--- src/rtl/fifo_packer.sv ---
// fifo_packer
//   Width up-converter for the read side of the narrow FIFO. Collects
//   C_RATIO narrow words into one wide beat. A word flagged IN_LAST closes
//   the beat early. The finished beat sits in a registered output stage
//   until the consumer takes it.
//
// Ports
//   CLK, RST    clock; asynchronous active-high reset
//   IN_DATA     narrow input word
//   IN_VALID    input word valid
//   IN_LAST     final word of a transfer, qualified by IN_VALID
//   IN_READY    word accepted on IN_VALID & IN_READY
//   OUT_DATA    packed beat, word k at [k*C_IN_WIDTH +: C_IN_WIDTH]
//   OUT_WORDS   number of valid words in the beat (1..C_RATIO)
//   OUT_LAST    beat holds the final word of a transfer
//   OUT_VALID   beat valid
//   OUT_READY   beat consumed on OUT_VALID & OUT_READY
//
// Handshake: a transfer happens on a rising edge where valid and ready are
// both high. A producer holds valid and its payload stable until that edge.
// Ready may depend on the other side's ready but never on valid.
module fifo_packer #(
  parameter int C_IN_WIDTH = 32,
  parameter int C_RATIO    = 4
) (
  input  logic                          CLK,
  input  logic                          RST,
  input  logic [C_IN_WIDTH-1:0]         IN_DATA,
  input  logic                          IN_VALID,
  input  logic                          IN_LAST,
  output logic                          IN_READY,
  output logic [C_IN_WIDTH*C_RATIO-1:0] OUT_DATA,
  output logic [$clog2(C_RATIO):0]      OUT_WORDS,
  output logic                          OUT_LAST,
  output logic                          OUT_VALID,
  input  logic                          OUT_READY
);

  localparam int CW = $clog2(C_RATIO);
  localparam int OW = C_IN_WIDTH * C_RATIO;

  logic [CW-1:0]         rCount;
  logic [C_IN_WIDTH-1:0] rAcc [C_RATIO];

  logic          accept;
  logic          complete;
  logic [OW-1:0] nextBeat;

  // The input may advance only when the output register is free, or when
  // it is emptying on this edge. The term is gated with RST so that the
  // input side looks stalled for the whole time reset is held.
  assign IN_READY = ~RST & (~OUT_VALID | OUT_READY);
  assign accept   = IN_VALID & IN_READY;
  assign complete = (rCount == CW'(C_RATIO - 1)) | IN_LAST;

  // Build the beat that would be loaded on a completing word. Slots below
  // rCount come from the accumulator. Slot rCount takes the live word.
  // Slots above rCount are forced to zero, so a short beat never carries
  // stale data.
  always_comb begin
    nextBeat = '0;
    for (int k = 0; k < C_RATIO; k++) begin
      if (CW'(k) < rCount)
        nextBeat[k*C_IN_WIDTH +: C_IN_WIDTH] = rAcc[k];
      else if (CW'(k) == rCount)
        nextBeat[k*C_IN_WIDTH +: C_IN_WIDTH] = IN_DATA;
    end
  end

  // Slot counter and accumulator.
  always_ff @(posedge CLK or posedge RST) begin
    if (RST) begin
      rCount <= '0;
      for (int k = 0; k < C_RATIO; k++) rAcc[k] <= '0;
    end else if (accept) begin
      if (complete) begin
        rCount <= '0;
        for (int k = 0; k < C_RATIO; k++) rAcc[k] <= '0;
      end else begin
        rCount       <= rCount + 1'b1;
        rAcc[rCount] <= IN_DATA;
      end
    end
  end

  // Output register. A completing word can be accepted on the same edge
  // that the old beat leaves. In that case the new beat replaces the old
  // one and OUT_VALID stays high.
  always_ff @(posedge CLK or posedge RST) begin
    if (RST) begin
      OUT_DATA  <= '0;
      OUT_WORDS <= '0;
      OUT_LAST  <= 1'b0;
      OUT_VALID <= 1'b0;
    end else if (accept && complete) begin
      OUT_DATA  <= nextBeat;
      OUT_WORDS <= (CW+1)'(rCount) + (CW+1)'(1);
      OUT_LAST  <= IN_LAST;
      OUT_VALID <= 1'b1;
    end else if (OUT_READY) begin
      OUT_VALID <= 1'b0;
    end
  end

endmodule

--- config.mk ---
export PLATFORM = sky130hd
export DESIGN_NAME = fifo_packer
export DESIGN_NICKNAME = d
export VERILOG_FILES = /design/src/rtl/fifo_packer.sv
export SDC_FILE = /design/constraint.sdc
export NUM_CORES = 1
export LEC_CHECK = 0
export ABC_AREA = 1
export ABC_CLOCK_PERIOD_IN_PS = 4200
export CAP_MARGIN = 40
export CORE_MARGIN = 4
export CORE_UTILIZATION = 49
export DETAILED_ROUTE_END_ITERATION = 10
export GPL_TIMING_DRIVEN = 0
export HOLD_SLACK_MARGIN = 0.03
export PLACE_DENSITY = 0.77
export SYNTH_ARGS = -nofsm -noshare
export SYNTH_HDL_FRONTEND = slang
export SYNTH_SLANG_ARGS = --single-unit
export TNS_END_PERCENT = 100
--- constraint.sdc ---
create_clock -name CLK -period 4.2 [get_ports CLK]
set_input_delay 0.84 -clock CLK [delete_from_list [all_inputs] [get_ports CLK]]
set_output_delay 0.84 -clock CLK [all_outputs]
set_load 0.01 [all_outputs]
# After elaboration in Yosys (flattened, before gate mapping)
# Cells that the tools add are included.
dict set report totals {
  register_bits 263
  input_bits 37
  out_inout_bits 134
  word_cells 47
}
dict set report classes {
  addsub 2
  order_cmp 6
  n_eq_ne 4
  n_mux 15
  n_bitwise 7
  reduce_logical 4
}
# cell n
set ops {}
lappend ops {{$mux W32} 9}
lappend ops {{$bwmux W128} 1}
lappend ops {{$mux W128} 1}
lappend ops {{$demux W32 S2} 1}
lappend ops {{$eq A2 B2 Y1 const A} 2}
lappend ops {{$lt A1 B2 Y1 const A} 2}
lappend ops {{$lt A2 B2 Y1 const A} 2}
lappend ops {{$add A2 B1 Y3 const B} 1}
lappend ops {{$ge A3 B3 Y1 const B} 1}
lappend ops {{$lt A3 B1 Y1 const B} 1}
lappend ops {{$not A2 Y3} 1}
lappend ops {{$add A2 B1 Y2 const B} 1}
lappend ops {{$and A1 B1 Y1} 2}
lappend ops {{$eq A1 B2 Y1 const A} 1}
lappend ops {{$eq A2 B2 Y1 const B} 1}
lappend ops {{$logic_and A1 B1 Y1} 2}
lappend ops {{$logic_not A2 Y1} 1}
lappend ops {{$mux W1} 2}
lappend ops {{$mux W2} 1}
lappend ops {{$not A1 Y1} 2}
lappend ops {{$or A1 B1 Y1} 2}
lappend ops {{$reduce_bool A2 Y1} 1}

# Logic depth before layout (Yosys ltp)
# Gate-level depths: netlist (run 1).
dict set report logic_depth {
  word_depth 7
  depth_mapped 11
  depth_no_buf 7
}

# Worst setup path after synthesis (run 1)
# Ideal clock, no wire load.
dict set report synth_path {
  path_kind {input -> register}
  from {in RST}
  to {reg rAcc[100] (netlist name)}
  setup_ns 0.065
  arrival_ns 4.735
  required_time_ns 4.135
  setup_slack_ns -0.600
  cell_stages 7
  n_path_buf 2
  cell_sequence {inv_2 nand3_2 nor2_4 buf_6 buf_6 nand2_1 nand2_1}
}
dict set report synth_via {
  elab_chain_cells 3
}
# item line_no
set synth_rtl {}
lappend synth_rtl {{start: declaration} 27} ;# input logic RST,
lappend synth_rtl {{$not A1 Y1} 52} ;# assign IN_READY = ~RST & (~OUT_VALID | OUT_READY);
lappend synth_rtl {{$and A1 B1 Y1} 52}
lappend synth_rtl {{$and A1 B1 Y1} 53} ;# assign accept = IN_VALID & IN_READY;
lappend synth_rtl {{end signal: indexed assignment} 81} ;# rAcc[rCount] <= IN_DATA;
lappend synth_rtl {{end: declaration} 43} ;# logic [C_IN_WIDTH-1:0] rAcc [C_RATIO];
# Every way passes these cells.
# A chain may end at the register's enable or synchronous reset.

# Final worst setup path (run 1)
dict set report layout_path {
  from {in RST}
  to {out IN_READY}
}
dict set report layout_via {
  elab_chain_cells 2
}
# item line_no
set layout_rtl {}
lappend layout_rtl {{$not A1 Y1} 52}
lappend layout_rtl {{$and A1 B1 Y1} 52}
lappend layout_rtl {{end: declaration} 31} ;# output logic IN_READY,
# Every way passes these cells.

==> results.sh, run 1 <==
export IMPL_total_leakage_power_nw=7.69
export IMPL_min_period_over_period_pct=91.3
export IMPL_yosys_top_cells_area="dfrtp_1 55%, nand2_1 31%, inv_1 3.6%"
export IMPL_p_per_area_nw_per_um2=508
export IMPL_critical_path_top_cell_by_count="clkdlybuf4s50_1"
export IMPL_multi_input_area_um2=4010
export IMPL_max_freq_mhz=261
export IMPL_slew_violations=0
export IMPL_gp_congestion=0.859
export IMPL_wl_um=31300
export IMPL_globalRouteTotalUtil_pct=25.9
export IMPL_syn_avg_cell_area_um2=7.49
export IMPL_synth_common_cells="886 x nand2_1, 231 x dfrtp_1, 102 x inv_1, 65 x o21ai_0, 37 x clkbuf_1"
export IMPL_post_route_drc_count=0
export IMPL_dp_cells=1860
export IMPL_cts_buffers=24
export IMPL_cts_resized=0
export IMPL_met1Wirelength_um=13100
export IMPL_fp_dieArea_um2=24000
export IMPL_critPathMaxFanout=10
export IMPL_synthCells=1415
export IMPL_ant_nets=0
export IMPL_chipHeight_um=155
export IMPL_clock_sinks=231
export IMPL_layout_setup_ws_ps=364
export IMPL_yosysTopAreaCell="dfrtp_1"
export IMPL_rows=53
export IMPL_cts_setup_buffers=0
export IMPL_synth_cell_type_count=18
export IMPL_diodes=0
export IMPL_dr_wl_met3_um=2600
export IMPL_fp_coreArea_um2=21200
export IMPL_crit_path_end_kind="output pin"
export IMPL_clock_root_buffer="clkbuf_16"
export IMPL_clkLatencyLatePin_ps=520
export IMPL_dpl_hpwl_um=21500
export IMPL_hold_buffers=0
export IMPL_area_growth_pct=27.2
export IMPL_max_slew_worst_pin_slew_ps=694
export IMPL_top_layer_used="met4"
export IMPL_synth_edf_count=0
export IMPL_maxSlewHeadroom_pct=53.7
export IMPL_chipWidth_um=155
export IMPL_cap_viol_max_count=0
export IMPL_synth_nets=1457
export IMPL_yosysMostFrequentCell="nand2_1"
export IMPL_worstPathRequired_ps=3360
export IMPL_io_pins=171
export IMPL_wl_per_cell_um=16.4
export IMPL_timing_final_crit_period_ps=3840
export IMPL_layout_nets=1653
export IMPL_vias_per_cell=5.13
export IMPL_hold_viol_final=0
export IMPL_grt_start_max_net_pins=133
export IMPL_ys_warnings_count=0
export IMPL_grt_pass1_vias=9566
export IMPL_status="finished, final reports clean"
export IMPL_clock_path_buffers=3
export IMPL_setup_violations=0
export IMPL_hold_class="reg2reg"
export IMPL_rsz0062_at_grt="false"
export IMPL_drive_gt1_share_pct=5.59
export IMPL_path_clk_slew_ps=60
export IMPL_fin_worst_skew_ps=11.7
export IMPL_drt_iter0_markers=670
export IMPL_initial_core_util_pct=50.1
export IMPL_synth_top_area_share_pct=54.6
export IMPL_stdcell_count=1902
export IMPL_whs_ps=470
export IMPL_antenna_found_initial=0
export IMPL_tritoncts="yes"
export IMPL_path_cells="clkdlybuf4s50_1, a21oi_2, clkbuf_1, clkdlybuf4s50_1"
export IMPL_ys_async_sr_fraction_pct=100
export IMPL_io_buffers=169
export IMPL_power_total_mw=6.84
export IMPL_drt_pass1_iterations=7
export IMPL_cp_slowest_cell="clkdlybuf4s50_1"
export IMPL_via_count=9759
export IMPL_peakVddDrop_mv=0.338
export IMPL_critPathLaunchType="primary input"
export IMPL_seq_area_um2=5780
export IMPL_fill_cells=1773
export IMPL_cp_arrival_ps=3000
export IMPL_cts_htree_levels=1
export IMPL_grt_pass1_wl_um=50400
export IMPL_ys_flop_type="dfrtp_1"
export IMPL_max_stage_delay_ps=640
export IMPL_path_class="in2out"
export IMPL_synth_seq_area_share_pct=54.6
export IMPL_dp_slack_ps=332
export IMPL_synth_seq_cells=231
export IMPL_met2_length_um=14700
export IMPL_synth_area_um2=10600
export IMPL_grt_overflow_total=0
## kinds of logic after synthesis
family / count (synthesis) / synth area share, %
simple gates: 926 / 34.1
flops: 231 / 54.6
buf+inv: 187 / 7.57
compound gates: 66 / 3.15
fa+ha+maj: 5 / 0.591
## worst paths after layout
kind / from / to / slack, ps / depth (start not counted)
max: RST / IN_READY / 360 / 4
max reg2reg: rCount[1] / OUT_DATA[24] / 1340 / 11
min: rAcc[104] / rAcc[104] / 470 / 2
max in group asynchronous: RST / rAcc[67] / 2240 / 3
min in group asynchronous: RST / OUT_VALID / 930 / 2
min reg2reg: rAcc[104] / rAcc[104] / 470 / 2
## report_power, final
group          internal (mW)  switching [mW]  total [mW]
clock                   1.29           0.894        2.18
combinational          0.765            1.02        1.79
sequential              2.63           0.247        2.87
## worst max-delay path, delay by kind of cell
kind | cells | cell delay (ps)
buffers and inverters | 3 | 1660
AOI/OAI and AO/OA | 1 | 480
## sequential cells by signal, summed over array words and instances (netlist names)
signal / flops
OUT_VALID: 1
OUT_LAST: 1
rCount: 2
OUT_WORDS: 3
OUT_DATA: 128
rAcc: 96
## cell type report
type	instances	area share, %
clock inverter	5	0.427
clock buffer	37	5.57
multi-input combinational	997	29.8
tap	275	2.55
inverter	104	2.99
buffer	83	3.05
sequential	231	42.9
timing repair buffer	170	12.8
## cell usage in the layout, fill, tap and decap left out, types with 4 or more instances in the layout
cell type,netlist,routed
nand2_1,886,886
dfrtp_1,231,231
clkdlybuf4s50_1,0,169
inv_1,102,102
o21ai_0,65,65
clkbuf_1,37,41
buf_2,32,32
nand4_1,32,32
clkbuf_16,0,25
buf_4,8,8
clkbuf_8,0,8
ha_1,5,5
buf_6,4,4
## metrics by stage
step                      cell area [um2]  util, %  setup TNS [ps]
after floorplan                     10600        -               0
after global placement              12600     59.7         -183300
after detailed placement            12700     59.9               0
after CTS                           13500     63.7               0
after global routing                13500     63.7               0
final                               13500     63.7               0
## per-layer routing
metal	vias to the layer above	track usage, %
li1	4634	-
met1	4652	35.7
met2	405	42.4
met3	68	4.90
met4	0	7.28
met5	-	0
(Power assumes the default switching activity.)
==> run 2: changes to the inputs <==
HOLD_SLACK_MARGIN = 0.08   (was 0.03)
==> results of run 2 <==
Same layout as run 1: the final DEF is identical, and so are final timing and power.
==> run 3: changes to the inputs <==
ABC_CLOCK_PERIOD_IN_PS = 3850   (was 4200)
CORE_UTILIZATION = 54   (was 49)
PLACE_DENSITY = 0.8   (was 0.77)
SLEW_MARGIN = 20   (was unset)
clock period = 3.85 ns   (was 4.2 ns; I/O delays follow)
==> run 3 against run 2 <==
Global-route usage is 2.4 points higher. First-iteration DRC count is 20% higher. Non-clock buffer count stayed put. Total power is 8.3% higher. Worst hold slack worse by 2.7 ps. Cell area is 0.30% lower. Clock skew is 1.7 ps higher. Via count is 0.60% higher. Flip-flop and latch count stayed put.
==> results.sh, run 3 (same netlist as run 1, synthesis figures left out) <==
export IMPL_maxSlewHeadroom_pct=49.5
export IMPL_chipHeight_um=148
export IMPL_cap_viol_max_count=0
export IMPL_final_cell_mix="886 x nand2_1, 231 x dfrtp_1, 169 x clkdlybuf4s50_1"
export IMPL_timing_rr_end="rAcc[124]"
export IMPL_total_leakage_power_nw=7.69
export IMPL_io_pins=171
export IMPL_peakVddDrop_mv=0.356
export IMPL_fin_worst_skew_ps=13.3
export IMPL_path_class="in2out"
export IMPL_cts_htree_levels=1
export IMPL_clock_sinks=231
export IMPL_top_register="OUT_DATA"
export IMPL_io_buffers=169
export IMPL_worstPathRequired_ps=3080
export IMPL_rr_worst_depth=11
export IMPL_hold_viol_final=0
export IMPL_stdcell_count=1888
export IMPL_grt_pass1_vias=9659
export IMPL_globalRouteTotalUtil_pct=28.3
export IMPL_clock_path_buffers=3
export IMPL_ant_nets=0
export IMPL_hp_start="OUT_DATA[126]"
export IMPL_via_count=9818
export IMPL_clkLatencyLatePin_ps=520
export IMPL_critical_path_top_cell_by_count="clkdlybuf4s50_1"
export IMPL_largest_reg_flops=128
export IMPL_layout_commonest_cell="nand2_1"
export IMPL_diodes=0
export IMPL_max_slew_worst_pin_slew_ps=757
export IMPL_cp_slowest_cell="clkdlybuf4s50_1"
export IMPL_rsz0062_at_grt="false"
export IMPL_post_route_drc_count=0
export IMPL_reg_largest_list="OUT_DATA: 128 flops, rAcc: 96 flops, OUT_WORDS: 3 flops"
export IMPL_r2r_start="rCount[1]"
export IMPL_drive_gt1_share_pct=5.28
export IMPL_slew_violations=0
export IMPL_gp_congestion=0.862
export IMPL_drt_pass1_iterations=5
export IMPL_wl_per_cell_um=16.5
export IMPL_fin_tns_setup_ps=0
export IMPL_clock_root_buffer="clkbuf_16"
export IMPL_hold_class="reg2reg"
export IMPL_antenna_found_initial=0
export IMPL_drt_iter0_markers=803
export IMPL_grt_start_max_net_pins=146
export IMPL_rows=50
export IMPL_max_stage_delay_ps=640
export IMPL_layout_nets=1654
export IMPL_design_area_um2=13400
export IMPL_dpl_hpwl_um=21400
export IMPL_post_dp_cell_area_um2=12700
export IMPL_path_clk_slew_ps=60
export IMPL_path_cells="clkdlybuf4s50_1, a21oi_4, clkbuf_1, clkdlybuf4s50_1"
export IMPL_cts_setup_buffers=0
export IMPL_max_freq_mhz=273
export IMPL_fp_coreArea_um2=19000
export IMPL_area_growth_pct=26.8
export IMPL_hold_path_end="OUT_DATA[126]"
export IMPL_min_period_over_period_pct=95.3
export IMPL_critPathMaxFanout=10
export IMPL_postLayoutCoreUtil_pct=70.7
export IMPL_status="finished, final reports clean"
export IMPL_dp_cells=1845
export IMPL_vias_per_cell=5.20
export IMPL_timing_final_crit_period_ps=3670
export IMPL_cp_arrival_ps=2900
export IMPL_grt_overflow_total=0
export IMPL_wl_um=31200
export IMPL_setup_violations=0
export IMPL_critPathLaunchType="primary input"
export IMPL_tritoncts="yes"
export IMPL_fp_dieArea_um2=21900
export IMPL_min_path_cells=2
export IMPL_cts_buffers=25
export IMPL_reg2reg_slack_ps=830
export IMPL_chipWidth_um=148
export IMPL_path_buf_inv=3
export IMPL_path_delay_family="buffers and inverters"
export IMPL_grt_pass1_wl_um=50200
export IMPL_p_per_area_nw_per_um2=551
export IMPL_crit_path_end_kind="output pin"
export IMPL_initial_core_util_pct=55.7
## run 3: cell types whose count changed in the layout (fill, tap and decap cells not counted)
| cell | previous run | this run |
|---|---|---|
| a21oi_4 | 0 | 1 |
| inv_12 | 1 | 0 |
| clkbuf_8 | 8 | 5 |
| inv_16 | 0 | 1 |
| a21oi_2 | 1 | 0 |
| clkinv_4 | 0 | 1 |
| clkinvlp_4 | 3 | 0 |
| clkbuf_1 | 41 | 47 |
## run 3: metrics by stage
step | worst slack [ps] | total power [mW] | hold WS, ps
2_1_floorplan | 368 | 4.12 | 442
3_3_place_gp | -1270 | 5.04 | 453
3_5_place_dp | 95.8 | 5.10 | 458
4_1_cts | 97.7 | 7.42 | 472
5_1_grt | 129 | 7.80 | 488
6_report | 182 | 7.41 | 468
## run 3: routing by layer
metal | part of all wire [%] | up-vias | routed length [um] | global-route usage, %
met3 | 9.5 | 85 | 2950 | 5.51
met2 | 46 | 472 | 14400 | 45.1
met1 | 41 | 4616 | 12900 | 39.2
met4 | 3.3 | 0 | 1040 | 10.2
met5 | 0 | - | 0 | 0
li1 | - | 4645 | - | -
## run 3: worst max-delay path by stage
stage	startpoint	end	slack [ps]	cells after the start
floorplan	RST	rAcc[100]	370	7
global placement	RST	OUT_DATA[20]	-1270	7
detailed placement	RST	OUT_DATA[40]	100	8
CTS	RST	IN_READY	100	4
global route	RST	IN_READY	130	4
finish	RST	IN_READY	180	4
## run 3: layout make-up
type | count | area (um2)
buffer | 83 | 412
timing repair buffer | 170 | 1720
clock buffer | 40 | 732
tap | 260 | 325
multi-input combinational | 997 | 4020
sequential | 231 | 5780
inverter | 104 | 407
clock inverter | 3 | 43.8
fill | 1532 | 5580
## run 3: tightest hold or removal path, cell delays in order (launching register included)
cell and delay (ps):
dfrtp_1 340, nand2_1 50, nand2_1 50
## run 3: report_power, final
| part | internal, mW | leakage, nW | total, mW | switching (mW) |
|---|---|---|---|---|
| sequential | 2.86 | 3.12 | 3.13 | 0.266 |
| clock | 1.36 | 0.378 | 2.31 | 0.951 |
| combinational | 0.836 | 4.19 | 1.97 | 1.13 |
## run 3: what timing repair did
item	in CTS	in global routing
gates resized for setup	0	1
hold buffers	0	0
endpoints found under the hold margin	0	0
endpoints found under the setup margin	0	1
